$ cat config.mk
export PLATFORM = sky130hd
export DESIGN_NAME = packet_deframer
export DESIGN_NICKNAME = d
export VERILOG_FILES = /design/src/rtl/packet_deframer.sv
export SDC_FILE = /design/constraint.sdc
export NUM_CORES = 1
export LEC_CHECK = 0
export BUFFER_PORTS_ARGS = -buffer_cell sky130_fd_sc_hd__buf_4
export CAP_MARGIN = 10
export CORE_MARGIN = 4
export CORE_UTILIZATION = 40
export DETAILED_ROUTE_END_ITERATION = 12
export PLACE_DENSITY_LB_ADDON = 0.08
export SYNTH_ARGS = -nofsm -noshare
export SYNTH_HDL_FRONTEND = slang
export SYNTH_SLANG_ARGS = --single-unit
$ cat constraint.sdc
create_clock -name ipClk -period 3.7 [get_ports ipClk]
set_input_delay 0.185 -clock ipClk [delete_from_list [all_inputs] [get_ports ipClk]]
set_output_delay 0.185 -clock ipClk [all_outputs]
set_load 0.02 [all_outputs]
$ cat src/rtl/packet_deframer.sv
// UART packet deframer: strips SYNC/Dest/Source/Length headers and streams the
// payload as SoP/EoP-delimited beats, dropping frames on zero length or inter-byte timeout.
package packet_deframer_pkg;
   typedef struct packed {
      logic [7:0] Source;
      logic [7:0] Destination;
      logic [7:0] Length;
      logic       SoP;
      logic       EoP;
      logic [7:0] Data;
      logic       Valid;
   } UART_PACKET;
endpackage

module packet_deframer
   import packet_deframer_pkg::*;
#(
   parameter logic [7:0] SYNC_BYTE      = 8'h55,
   parameter int         TIMEOUT_CYCLES = 5000
)(
   input  logic       ipClk,
   input  logic       reset,
   input  logic [7:0] ipRxData,
   input  logic       ipRxValid,
   output UART_PACKET opRxStream,
   output logic       opFrameError
);

   localparam logic [15:0] TIMEOUT_VAL = 16'(TIMEOUT_CYCLES);

   typedef enum logic [2:0] {
      IDLE,
      GET_DEST,
      GET_SOURCE,
      GET_LENGTH,
      GET_DATA
   } stateType;

   stateType    state;
   logic [7:0]  destShadow;
   logic [7:0]  sourceShadow;
   logic [7:0]  remaining;
   logic [15:0] idleCount;

   // Header bytes go to shadow registers first so the visible header only
   // changes when the next frame's Length byte arrives.
   always_ff @(posedge ipClk) begin
      if (reset) begin
         state        <= IDLE;
         destShadow   <= '0;
         sourceShadow <= '0;
         remaining    <= '0;
         idleCount    <= '0;
         opRxStream   <= '0;
         opFrameError <= 1'b0;
      end else begin
         opRxStream.Valid <= 1'b0;
         opRxStream.SoP   <= 1'b0;
         opRxStream.EoP   <= 1'b0;
         opFrameError     <= 1'b0;

         if (ipRxValid || state == IDLE)
            idleCount <= '0;
         else
            idleCount <= idleCount + 16'd1;

         if (ipRxValid) begin
            case (state)
               IDLE: begin
                  if (ipRxData == SYNC_BYTE)
                     state <= GET_DEST;
               end
               GET_DEST: begin
                  destShadow <= ipRxData;
                  state      <= GET_SOURCE;
               end
               GET_SOURCE: begin
                  sourceShadow <= ipRxData;
                  state        <= GET_LENGTH;
               end
               GET_LENGTH: begin
                  opRxStream.Destination <= destShadow;
                  opRxStream.Source      <= sourceShadow;
                  opRxStream.Length      <= ipRxData;
                  remaining              <= ipRxData;
                  if (ipRxData == 8'd0) begin
                     state        <= IDLE;
                     opFrameError <= 1'b1;
                  end else begin
                     state <= GET_DATA;
                  end
               end
               GET_DATA: begin
                  opRxStream.Valid <= 1'b1;
                  opRxStream.Data  <= ipRxData;
                  opRxStream.SoP   <= (remaining == opRxStream.Length);
                  opRxStream.EoP   <= (remaining == 8'd1);
                  if (remaining != 8'd0)
                     remaining <= remaining - 8'd1;
                  if (remaining <= 8'd1)
                     state <= IDLE;
               end
               default: state <= IDLE;
            endcase
         end else if (state != IDLE && idleCount == TIMEOUT_VAL) begin
            // A received byte in the same cycle wins over the timeout.
            state        <= IDLE;
            opFrameError <= 1'b1;
         end
      end
   end

endmodule

==> reports/metrics.yaml, run 1 <==
run_status:
  outcome: "complete, no violations"
global_route:
  grt_pass1_wl_um: 13700
  grt_usage_pct: 17.2
  antenna_found_initial: 0
  grt_max_degree: 66
  grt-ovfl-total: 0
  first_global_vias: 2750
floorplanning:
  ioPinCount: 47
  dieArea_um2: 9810
  die_h_um: 99.0
  core_area_um2: 7890
  floorplan.initialDensity_pct: 42.0
  die_w_um: 99.0
  rows: 32
synth:
  avgSynthCellArea_um2: 8.06
  synth_top_cell_by_area: "dfxtp_1"
  synth_top_area_share_pct: 47.7
  synthMuxAreaShare_pct: 0
  synth_edf_count: 0
  syn_inst: 411
  synth.distinct_cells: 45
  synthAdderAreaFrac_pct: 1.89
  synthSimpleGateAreaFrac_pct: 27.5
  ys_warn_count: 0
  synth_area_leaders: "dfxtp_1 (48%), nand2_1 (13%), a21oi_1 (8.9%)"
  synth-compound-area-share_pct: 13.9
  syn_area_um2: 3310
  synthFlopType: "dfxtp_1"
  synth_xor_area_share_pct: 5.29
  ys_seq_elements: 79
  synth_top_family_by_area: "simple AND/OR/NAND/NOR gates"
  synthArstFlopShare_pct: 0
  syn_nets: 427
  ys_seq_area_share_pct: 47.7
critical_path:
  critPathKind: "flop to flop"
  path_delay_family: "simple AND/OR/NAND/NOR gates"
  max_stage_delay_ns: 0.66
  cp-end-kind: "flop"
  cp_slowest_cell: "nor2_1"
  cp_data_arrival_time_ns: 2.34
  crit_path_start_kind: "flop"
  critical_path.max_fanout: 11
  crit_chain: "or3b_1 > nor2_1 > nand4_1 > a41oi_1"
  critPathBufInv: 0
  cp_data_required_time_ns: 3.97
detailed_routing:
  via_count: 2874
  post_drt_wl_per_cell_um: 14.9
  drt-initial-drc-count: 171
  wl_um: 8220
  viasPerCell: 5.21
  drtPass1Iterations: 4
  post-route-drc-count: 0
  ant_nets: 0
timing:
  worst_pin_slew_ns: 0.956
  slew_headroom_pct: 36.3
  hold_viol_final: 0
  min_period_ns: 2.08
  rsz0062_at_grt: "false"
  max_clock_freq_mhz: 482
  drv_slew: 0
  clock-skew-final_ns: 0.00861
  setup_viol: 0
  tns_ns: 0
  fin_crit_sh_pct: 56.1
pwr:
  switchingPower_mw: 0.381
  leakagePower_nw: 1.37
  p_per_area_nw_per_um2: 406
  p_clk_share_pct: 39.7
  vdd.ir_drop.worst_v: 0.000223
  comb_power_share_pct: 5.2
  internal_power_mw: 1.19
  seqPwrFrac_pct: 55.2
  swShare_pct: 24.2
cells_and_area:
  layout_common_cells: "nand2_1 (114), dfxtp_1 (79), a21oi_1 (59)"
  drive_gt1_share_pct: 14.4
  num_antenna_cells: 0
  final_common_cell: "nand2_1"
  finalNetCount: 462
  fillers: 783
  areaGrowthSynthToFinish_pct: 16.9
  utilization_pct: 49.1
clock_network:
  cts_tree: "done"
  cts_max_path_buffers: 2
  clkTransAtPathRegs_ns: 0.09
  cts_sinks: 79
  cts_inserted_buffers: 9
  postCtsSetupRepairBufs: 0
  cts_resized: 0
  cts-root-buf: "clkbuf_8"
  htree_levels: 3
  postCtsHoldBufs: 0
  clock_latency_ns: 0.34
hold_path:
  hold_class: "input port to flop"
place:
  place_hpwl_um: 5420
  gp_congestion: 0.863
  numPortBuffers: 46
job:
  cap_violations: 0
==> per-layer routing <==
metal	GRT usage (%)	up-vias	share of wire, %
li1	-	1471	-
met1	24.5	1315	50
met2	25.0	80	42
met3	5.24	8	6.7
met4	4.94	0	1.0
met5	0	-	0
==> power groups by stage <==
stage                     clock network (mW)  logic, mW  registers [mW]
after detailed placement                   0     0.0815           0.887
after CTS                              0.642     0.0817           0.867
after global routing                   0.679     0.0915           0.869
after global placement                     0     0.0813           0.887
after floorplan                            0     0.0514           0.884
final                                  0.624     0.0813           0.867
==> synthesized netlist by cell type (2+ instances only) <==
| cell type | number |
|---|---|
| a21o_1 | 3 |
| a21oi_1 | 59 |
| a31oi_1 | 4 |
| and2_1 | 3 |
| and3_1 | 3 |
| and4_1 | 4 |
| buf_2 | 5 |
| clkbuf_1 | 16 |
| dfxtp_1 | 79 |
| ha_1 | 5 |
| inv_1 | 7 |
| nand2_1 | 114 |
| nand3_1 | 10 |
| nand4_1 | 8 |
| nor2_1 | 25 |
| nor3_1 | 4 |
| nor4_1 | 6 |
| nor4b_1 | 2 |
| o211ai_1 | 3 |
| o21ai_0 | 5 |
| or3_1 | 4 |
| xnor2_1 | 10 |
| xor2_1 | 10 |
==> cell families (layout without fill, tap and decap cells) <==
| group | Yosys count | count (layout) |
|---|---|---|
| XOR/XNOR | 20 | 20 |
| AND/OR/NAND/NOR | 196 | 196 |
| flip-flops | 79 | 79 |
| buffers and inverters | 29 | 68 |
| adder cells (fa/ha/maj) | 5 | 5 |
| AO/OA/AOI/OAI | 82 | 82 |
==> metrics by stage <==
| stage | hold slack [ns] | instance area (µm²) | total power [mW] | setup WS (ns) | instances |
|---|---|---|---|---|---|
| floorplan | 0.321 | 3310 | 0.935 | 1.90 | 411 |
| global placement | 0.441 | 3690 | 0.968 | 1.68 | 537 |
| detailed placement | 0.448 | 3690 | 0.969 | 1.63 | 537 |
| CTS | 0.117 | 3880 | 1.59 | 1.62 | 552 |
| global route | 0.132 | 3880 | 1.64 | 1.32 | 552 |
| finish | 0.137 | 3880 | 1.57 | 1.62 | 552 |
==> path summary, 6_finish.rpt <==
path	start	endpoint	slack (ns)	cells after the start
worst min-delay path	ipRxData[7]	destShadow[7]	0.14	3
worst max-delay path	state[2]	remaining[5]	1.62	4
worst min register to register	opRxStream[28]	opRxStream[28]	0.46	2
worst max register to register	state[2]	remaining[5]	1.62	4
==> tightest hold or removal path: stages <==
cell and delay [ns]:
buf_4 0.15, nand2_1 0.06, a21oi_1 0.05
==> sequential cells by signal, indices dropped and copies added (netlist names) <==
name          flops
opRxStream       35
remaining         8
destShadow        8
opFrameError      1
state             3
idleCount        16
sourceShadow      8
==> layout make-up <==
| cell class | instances | area (µm²) | share of cell area (%) |
|---|---|---|---|
| clock buffer | 9 | 124 | 3.20 |
| clock inverter | 6 | 61.3 | 1.58 |
| inverter | 7 | 26.3 | 0.678 |
| multi-input combinational | 303 | 1610 | 41.5 |
| sequential | 79 | 1580 | 40.8 |
| tap | 102 | 128 | 3.29 |
| timing repair buffer | 46 | 345 | 8.91 |
No activity file was read; power rests on OpenSTA's default activity.
==> inputs of run 2 (changes only) <==
==> constraint.sdc (replaced) <==
create_clock -name ipClk -period 2.1 [get_ports ipClk]
set_input_delay 0.105 -clock ipClk [delete_from_list [all_inputs] [get_ports ipClk]]
set_output_delay 0.105 -clock ipClk [all_outputs]
set_load 0.02 [all_outputs]
==> run 2 against run 1 <==
Compared with the run above: fmax increased by 8.3%; core utilization increased by 1.9 points; sequential cell count unchanged; global-route usage increased by 0.52 points; wire length increased by 1.4%; register-to-register slack got worse by 1.4 ns; sequential share of layout area decreased by 1.5 points; final cell count increased by 1.8%; power increased by 92%.
==> reports/metrics.yaml, run 2 (synthesized netlist as in run 1, its figures left out) <==
clock_network:
  cts_tree: "done"
  clkTransAtPathRegs_ns: 0.08  # about the same
  postCtsHoldBufs: 0  # unchanged
  clock_latency_ns: 0.34  # about the same
  htree_levels: 3  # unchanged
  cts_max_path_buffers: 2  # unchanged
  cts_sinks: 79  # unchanged
  cts-root-buf: "clkbuf_8"
  cts_inserted_buffers: 9  # unchanged
global_route:
  antenna_found_initial: 0  # unchanged
  first_global_vias: 2805  # +2.0%
  grt_max_degree: 38  # -42%
  grt_pass1_wl_um: 13900  # +1.7%
  grt-ovfl-total: 0  # unchanged
  grt_usage_pct: 17.7  # +0.52 points
floorplanning:
  rows: 32  # unchanged
  ioPinCount: 47  # unchanged
  dieArea_um2: 9810  # unchanged
  core_area_um2: 7890  # unchanged
  die_h_um: 99.0  # unchanged
  floorplan.initialDensity_pct: 42.0  # unchanged
  die_w_um: 99.0  # unchanged
place:
  dp.cells: 545  # +1.5%
  gp_congestion: 0.828  # -4.0%
  place_hpwl_um: 5760  # +6.4%
  numPortBuffers: 46  # unchanged
  place_area_um2: 3780  # +2.3%
critical_path:
  crit_path_start_kind: "flop"
  cp_data_required_time_ns: 2.34  # -1.63 ns
  cp_data_arrival_time_ns: 2.16  # -0.18 ns
  cp_slowest_cell: "or4b_1"
  max_stage_delay_ns: 0.44  # -0.22 ns
  cp-end-kind: "flop"
  critPathKind: "flop to flop"
  path_delay_family: "simple AND/OR/NAND/NOR gates"
  critical_path.max_fanout: 4  # -7
  critPathBufInv: 1  # +1
  crit_chain: "inv_1 > ha_1 > or4b_1 > nor4b_2 > a31oi_1 > nand3b_1 > a31o_2"
  ff2ff_setup_slack_ns: 0.18  # -1.44 ns
pwr:
  swShare_pct: 22.1  # -2.1 points
  leakagePower_nw: 1.44  # +5.3%
  comb_power_share_pct: 4.9  # -0.3 points
  switchingPower_mw: 0.667  # +75%
  p_clk_share_pct: 44.4  # +4.7 points
  internal_power_mw: 2.35  # +97%
  p_per_area_nw_per_um2: 750  # +85%
  vdd.ir_drop.worst_v: 0.000265  # +19%
  seqPwrFrac_pct: 50.6  # -4.6 points
timing:
  rsz0062_at_grt: "false"
  fin_crit_sh_pct: 91.3  # +35 points
  setup_viol: 0  # unchanged
  slew_headroom_pct: 63.1  # +27 points
  max_clock_freq_mhz: 522  # +8.3%
  min_period_ns: 1.92  # -0.159 ns
  clock-skew-final_ns: 0.00676  # -0.00185 ns
  drv_slew: 0  # unchanged
  worst_pin_slew_ns: 0.553  # -0.402 ns
  hold_viol_final: 0  # unchanged
  tns_ns: 0  # unchanged
cells_and_area:
  top_register: "opRxStream"
  areaGrowthSynthToFinish_pct: 21.5
  fin_area_um2: 4030  # +3.9%
  multi_input_area_um2: 1620  # +0.39%
  layout_common_cells: "nand2_1 (114), dfxtp_1 (79), a21oi_1 (59)"
  seq_area_um2: 1580  # unchanged
  fillers: 773  # -1.3%
  drive_gt1_share_pct: 16.3  # +1.9 points
  num_antenna_cells: 0  # unchanged
  final_cell_count_no_fill: 562  # +1.8%
  finalNetCount: 471  # +1.9%
  largestRegisters: "opRxStream: 35 flops, idleCount: 16 flops"
  final_common_cell: "nand2_1"
  largest_reg_flops: 35  # unchanged
run_status:
  outcome: "complete, no violations"
job:
  cap_violations: 0  # unchanged
hold_path:
  hold_class: "input port to flop"
detailed_routing:
  drtPass1Iterations: 5  # +1
  post-route-drc-count: 0  # unchanged
  post_drt_wl_per_cell_um: 14.8  # -0.37%
  drt-initial-drc-count: 140  # -18%
  viasPerCell: 5.23  # +0.54%
  ant_nets: 0  # unchanged
  wl_um: 8330  # +1.4%
  via_count: 2942  # +2.4%
run 2: power by group through the flow:
| stage | clock network [mW] | registers [mW] | logic [mW] |
|---|---|---|---|
| 6_report | 1.34 | 1.53 | 0.149 |
| 5_1_grt | 1.45 | 1.53 | 0.165 |
| 4_1_cts | 1.38 | 1.53 | 0.148 |
| 3_5_place_dp | 0 | 1.56 | 0.147 |
| 3_3_place_gp | 0 | 1.56 | 0.147 |
| 2_1_floorplan | 0 | 1.56 | 0.0905 |
run 2: metal layers:
metal	up-vias	GRT usage (%)	wire length, µm
met3	5	4.53	329
met4	0	5.99	67
met5	-	0	0
li1	1487	-	-
met2	61	27.1	3840
met1	1389	24.2	4090
run 2: per-stage QoR:
stage	worst slack [ns]	util (%)	hold slack (ns)	total power, mW
3_3_place_gp	0.219	47.9	0.411	1.71
4_1_cts	0.145	50.9	0.0343	3.06
6_report	0.183	51.0	0.0542	3.02
3_5_place_dp	0.158	47.9	0.418	1.71
2_1_floorplan	0.297	-	0.241	1.65
5_1_grt	0.0316	51.0	0.0417	3.15
run 2: cell type report:
type | instances | share of cell area (%)
clock buffers | 10 | 3.17
well taps | 102 | 3.17
repair buffers | 55 | 10.9
flip-flops and latches | 79 | 39.3
inverters | 7 | 0.653
multi-input cells | 303 | 40.1
clock inverters | 6 | 2.70
run 2: worst reg2reg max path: cells and delay by family (launching register included):
kind / cells / cell delay, ns
flip-flops: 1 / 0.34
buffers and inverters: 1 / 0.06
AND/OR/NAND/NOR: 3 / 0.87
AO/OA/AOI/OAI: 2 / 0.41
adder cells (fa/ha/maj): 1 / 0.13
run 2: final timing paths:
path	start	endpoint	cells after the start
max	idleCount[0]	state[1]	7
min	ipRxData[5]	destShadow[5]	3
max reg2reg	idleCount[0]	state[1]	7
min reg2reg	destShadow[3]	opRxStream[22]	2
run 2: timing repair:
action	4_1_cts	5_1_grt
setup buffers	0	1
gates resized for setup	0	1
endpoints found under the setup margin	0	2
